`config.mk`:
```
export PLATFORM = sky130hd
export DESIGN_NAME = input_buffer_ctrl
export DESIGN_NICKNAME = d
export VERILOG_FILES = /design/src/rtl/input_buf_pkg.sv /design/src/rtl/input_buffer_ctrl.sv
export SDC_FILE = /design/constraint.sdc
export NUM_CORES = 1
export LEC_CHECK = 0
export CORE_MARGIN = 1
export CORE_UTILIZATION = 35
export CTS_CLUSTER_DIAMETER = 30
export CTS_CLUSTER_SIZE = 28
export DETAILED_ROUTE_END_ITERATION = 16
export MAX_ROUTING_LAYER = met4
export PLACE_DENSITY_LB_ADDON = 0.1
export SYNTH_ARGS = -nofsm -noshare
export SYNTH_HDL_FRONTEND = slang
export SYNTH_SLANG_ARGS = --single-unit
```
`constraint.sdc`:
```
create_clock -name clk -period 2.4 [get_ports clk]
set_clock_uncertainty 0.1 [all_clocks]
set_input_delay 0.24 -clock clk [delete_from_list [all_inputs] [get_ports clk]]
set_output_delay 0.24 -clock clk [all_outputs]
set_load 0.01 [all_outputs]
```
`src/rtl/input_buf_pkg.sv`:
```
// Shared types and default sizes for the
// input frame buffer controller.
package input_buf_pkg;

  typedef enum logic [1:0] {
    LOAD = 2'd0,
    FULL = 2'd1,
    READ = 2'd2
  } buf_state_t;

  localparam int FRAME_DEPTH = 784;
  localparam int PIX_W       = 8;
  localparam int BRAM_ADDR_W = 16;

endpackage

```
`src/rtl/input_buffer_ctrl.sv`:
```
// Frame buffer sequencer: loads DEPTH pixels
// into external BRAM, then streams them out.
module input_buffer_ctrl
  import input_buf_pkg::*;
#(
  parameter int DEPTH  = FRAME_DEPTH,
  parameter int ADDR_W = BRAM_ADDR_W,
  parameter int DATA_W = PIX_W
) (
  input  logic              clk,
  input  logic              rst,
  input  logic              abort,
  input  logic              in_valid,
  input  logic [DATA_W-1:0] in_data,
  output logic              in_ready,
  input  logic              start_read,
  output logic              frame_ready,
  output logic              out_valid,
  output logic [DATA_W-1:0] out_data,
  input  logic              out_ready,
  output logic              out_last,
  output logic              bram_we,
  output logic [ADDR_W-1:0] bram_addr,
  output logic [DATA_W-1:0] bram_din,
  input  logic [DATA_W-1:0] bram_dout
);

  localparam logic [ADDR_W-1:0] LAST =
    ADDR_W'(DEPTH - 1);
  localparam logic [ADDR_W-1:0] ONE =
    ADDR_W'(1);

  buf_state_t        r_state;
  logic [ADDR_W-1:0] r_wr_ptr;
  logic [ADDR_W-1:0] r_rd_ptr;

  logic w_wr_last;
  logic w_rd_last;
  logic w_wr_fire;

  assign w_wr_last = (r_wr_ptr == LAST);
  assign w_rd_last = (r_rd_ptr == LAST);
  assign w_wr_fire = (r_state == LOAD)
                  && in_valid;

  always_ff @(posedge clk) begin
    if (rst || abort) begin
      r_state  <= LOAD;
      r_wr_ptr <= '0;
      r_rd_ptr <= '0;
    end else begin
      unique case (r_state)
        LOAD: begin
          if (w_wr_fire) begin
            if (w_wr_last) begin
              r_state  <= FULL;
              r_wr_ptr <= '0;
            end else begin
              r_wr_ptr <= r_wr_ptr + ONE;
            end
          end
        end
        FULL: begin
          if (start_read) begin
            r_state  <= READ;
            r_rd_ptr <= '0;
          end
        end
        READ: begin
          if (out_ready) begin
            if (w_rd_last) begin
              r_state  <= LOAD;
              r_rd_ptr <= '0;
            end else begin
              r_rd_ptr <= r_rd_ptr + ONE;
            end
          end
        end
        default: r_state <= LOAD;
      endcase
    end
  end

  // Read address runs one ahead on accept so
  // the registered BRAM output is never a bubble.
  always_comb begin
    in_ready    = 1'b0;
    frame_ready = 1'b0;
    out_valid   = 1'b0;
    out_last    = 1'b0;
    bram_we     = 1'b0;
    bram_addr   = '0;
    bram_din    = '0;
    if (!rst) begin
      unique case (r_state)
        LOAD: begin
          in_ready  = 1'b1;
          bram_we   = in_valid && !abort;
          bram_addr = r_wr_ptr;
          if (in_valid && !abort)
            bram_din = in_data;
        end
        FULL: begin
          frame_ready = 1'b1;
        end
        READ: begin
          out_valid = 1'b1;
          out_last  = w_rd_last;
          bram_addr = out_ready
                    ? r_rd_ptr + ONE
                    : r_rd_ptr;
        end
        default: begin
          bram_addr = '0;
        end
      endcase
    end
  end

  assign out_data = bram_dout;

endmodule
```
# Yosys cells after proc, flatten, opt, wreduce, memory -nomap -nowiden
# Cells that the tools add are included.
# word_totals
regBits	34
output_inout_bits	37
# classes
n_eq_ne	9
mux	27
addsub	2
reduce_logical	9
# op_table
operator	count
$mux W16	6
$pmux W16 S2	2
$add A16 B1 Y16 const B	2
$eq A16 B10 Y1 const B	2
$mux W8	3
$mux W1	10
$mux W2	5
$ne A2 B2 Y1 const B	5
$pmux W2 S3	1
$reduce_and A5 Y1	1
$reduce_and A3 Y1	1
$eq A2 B1 Y1 const B	1
$eq A2 B2 Y1 const B	1
$logic_and A1 B1 Y1	2
$logic_not A2 Y1	1
$reduce_and A2 Y1	1
$reduce_bool A2 Y1	1
$logic_not A1 Y1	1
$logic_or A1 B1 Y1	1

# Depth between registers and ports, before layout
# logic_depth
depth_word	5
depth_mapped	8
mapped_depth_nobuf	6

# Worst setup path before layout
# No wires, ideal clock.
# synth_path
kind	reg-to-output
start	register r_rd_ptr[0]
end	output bram_addr[14]
path_stages_with_launch	9
n_path_buf	2
arrival_time_ps	1692
t_required_ps	2060
slack_ps	368
cell_sequence	dfxtp_1 > ha_1 > and3_1 > buf_6 > and3_4 > buf_6 > and3_4 > xor2_1 > a22o_1
# synth_via
elab_chain_cells	4
# synth_rtl
element	line_no	rtl
start: declaration	input_buffer_ctrl.sv:35	logic [ADDR_W-1:0] r_rd_ptr;
start signal: assignment	input_buffer_ctrl.sv:75	r_rd_ptr <= r_rd_ptr + ONE;
$add A16 B1 Y16	input_buffer_ctrl.sv:110	? r_rd_ptr + ONE
$mux W16	input_buffer_ctrl.sv:110	
$pmux W16 S2	input_buffer_ctrl.sv:95	unique case (r_state)
$mux W16	input_buffer_ctrl.sv:94	if (!rst) begin
end: declaration	input_buffer_ctrl.sv:23	output logic [ADDR_W-1:0] bram_addr,
# No other way between the ends.

# Final worst setup path
# layout_path
start	register r_rd_ptr[8]
end	output out_last
# layout_via
elab_chain_cells	3
# layout_rtl
element	line_no	rtl
$eq A16 B10 Y1	input_buffer_ctrl.sv:42	assign w_rd_last = (r_rd_ptr == LAST);
$mux W1	input_buffer_ctrl.sv:95	
$mux W1	input_buffer_ctrl.sv:94	
end: declaration	input_buffer_ctrl.sv:21	output logic out_last,
# No other way between the ends.

==> summary.txt <==
Timing
  – Hold Violations, Final: 0
  – Slew HR: 71.0%
  – Post-route setup slack: ~0.069 ns
  – Peak Freq: between 400 and 500 MHz
  – Final period utilization: ~97%
  – Final slew viol count: 0
  – Final Setup Violations: 0
  – TNS Setup: 0 ns
  – Min Hold Slack: 0.380 ns
  – Tmin final: 2.33 ns
  – Actual slew at the worst max-slew pin: roughly 0.43 ns

Critical path
  – Crit-path max FO: 5
  – R2r endpoint: r_rd_ptr[9]$_SDFFE_PP0P_
  – Crit end category: primary output
  – Worst path arrival time: 1.99 ns
  – Worst Reg-to-Reg Cells: 8
  – Worst path required time: 2.06 ns
  – Critical Path Source: r_rd_ptr[8]$_SDFFE_PP0P_
  – Crit path to: out_last
  – Crit Path Category: reg2out
  – Element type at the critical path start: flip-flop
  – Worst r2r src: r_rd_ptr[0]$_SDFFE_PP0P_
  – Flop-to-flop setup slack: 0.52 ns

Placement
  – Buffers on Ports: 42
  – Placed instance area: roughly 2900 sq um
  – DP HPWL: just under 5000 um
  – Dpl ws: roughly 0.048 ns
  – Gpl congestion: 0.833
  – Dpl cells: 423

Clock network
  – CTS buffer count: 5
  – Clock Sinks: 34
  – Worst-path clk slew: ~0.070 ns
  – CTS tree: built
  – Worst skew pair latency: between 0.2 and 0.3 ns
  – CTS Hold Buffers Added: 0
  – # H-tree levels: 2
  – CTS Buffer Depth: 2
  – Root Buffer: clkbuf_8

Global route
  – Pin count of the biggest net entering global routing: 20
  – First-pass GRT wire length: approximately 10000 um
  – Initial antenna violation count: 0
  – Total Routing Usage GR: 19.1%
  – Overflow after GRT: 0
  – Vias in the first global route: 2131

Finish
  – Design area: ~3100 sq um
  – Multi-input gate area: 1470 sq um
  – Fin nets: ~380
  – Ant. Diodes: 0
  – Utilization after layout: between 40% and 50%
  – Most frequent cells in the layout: 36 x nor2_1, 34 x buf_4, 30 x dfxtp_1
  – Commonest non-fill, non-tap cell in the layout: nor2_1
  – Layout cells sized above 1: 18.8%
  – Fin cells: around 430
  – FILL cells: 652
  – Synthesis-to-finish area growth: 30.7%
  – Register area: slightly below 700 sq um

Route
  – Post-route DRC violation count: 0
  – Number of DRC markers in iteration 0: between 100 and 150
  – WL/cell: around 15 um
  – DR pass1 iterations: 4
  – Final WL: about 6400 um
  – Final ANT Viol Nets: 0
  – Routed vias/inst: between 5 and 6
  – Routed vias: 2324

Logic synthesis
  – EDFF count, synth: 0
  – Synth Register Bits: 34
  – Post-synthesis sequential area ratio: slightly below 30%
  – Synth warnings: 0
  – Synth unique cells: 50
  – Syn nets: between 300 and 400
  – Post-synth top flop: dfxtp_1
  – Mapped Cells: roughly 300
  – Post-Syn Area: ~2300 sq um
  – Ys async rst share: 0%
  – Synthesized area per cell: a little under 8 sq um

Floorplan
  – Die Span Y: 83.8 um
  – Core area: ~6400 sq um
  – Core Rows: 29
  – Num ports: 59
  – Die Width: ~84 um
  – Die area: 7020 sq um
  – Starting Density: ~37%

Min path
  – HP Class: in2out

Status
  – Outcome: completed

Run
  – Max_cap viols: 0

Pwr
  – Int Pwr: 817 uW
  – Total chip power: about 1.1 mW
  – Psw: around 250 uW
  – Switch share: a little under a quarter
  – Worst IR drop on VDD: roughly 200 uV
  – Reg power frac: 53.3%
  – Leakage: 1.25 nW
  – Logic pwr share: between 8 and 9%
  – Clock power frac: 38.0%
  – P per Cell Area: between 300 and 400 nW/um^2
critical path, stage by stage (launching register included):
cell	delay [ns]
dfxtp_1	0.33
buf_4	0.14
nor4bb_1	0.31
and4_1	0.26
and2_1	0.14
clkdlybuf4s50_1	0.53
power groups by stage:
stage               Clock, mW  Sequential [mW]  Combinational, mW
CTS                     0.419            0.566             0.0936
global placement            0            0.580             0.0927
floorplan                   0            0.579             0.0522
detailed placement          0            0.580             0.0933
global route            0.447            0.566              0.102
finish                  0.404            0.567             0.0927
registers in the layout (all words and copies together) (netlist names):
signal	cells
r_wr_ptr	16
r_state	2
r_rd_ptr	16
layout make-up:
cell class / count / share of cell area [%]
Multi-Input combinational cell: 231 / 47.9
Sequential cell: 34 / 22.4
Tap cell: 77 / 3.15
Clock buffer: 7 / 2.49
Timing Repair Buffer: 79 / 23.3
Inverter: 6 / 0.736
kinds of logic (layout without fill, tap and decap cells):
| logic type | Yosys count | after routing | share of synthesized area, % |
|---|---|---|---|
| mux | 2 | 2 | 0.856 |
| buf+inv | 37 | 92 | 9.47 |
| simple gates | 135 | 135 | 31.8 |
| compound gates | 63 | 63 | 16.9 |
| fa+ha+maj | 2 | 2 | 1.07 |
| xor+xnor | 29 | 29 | 10.9 |
| flops | 34 | 34 | 29.1 |
layer usage:
metal | routed length, um | global-route usage [%] | share of wire [%]
met1 | 2980 | 24.5 | 47
met2 | 2920 | 29.4 | 46
met3 | 428 | 5.64 | 6.7
met4 | 80 | 4.62 | 1.2
met5 | 0 | - | 0
synth_stat cells (all sizes together) (6+ instances only):
library cell / number / area share, %
o21ai: 12 / 2.6
clkbuf: 13 / 3.0
nand3: 13 / 2.8
a31oi: 8 / 2.1
nor2: 37 / 5.9
a21oi: 18 / 3.9
nand2: 23 / 3.7
dfxtp: 34 / 29
buf: 18 / 5.5
xor2: 18 / 6.7
nor4: 7 / 2.1
inv: 6 / 0.96
xnor2: 11 / 4.1
and3: 18 / 5.5
nand4: 7 / 1.9
worst min-delay path by stage:
stage / from / end / slack, ns / cells after the start
floorplan: start_read / r_state[0]$_SDFFE_PP0P_ / 0.32 / 2
global placement: bram_dout[3] / out_data[3] / 0.38 / 0
detailed placement: bram_dout[3] / out_data[3] / 0.38 / 0
CTS: bram_dout[3] / out_data[3] / 0.38 / 0
global route: bram_dout[5] / out_data[5] / 0.38 / 0
finish: bram_dout[1] / out_data[1] / 0.38 / 0
what timing repair did:
item                       CTS  global route
pin swaps                    2             3
setup endpoints to repair   13             7
buffers inserted             2             2
resized for setup           15            15
(Power assumes the default switching activity.)
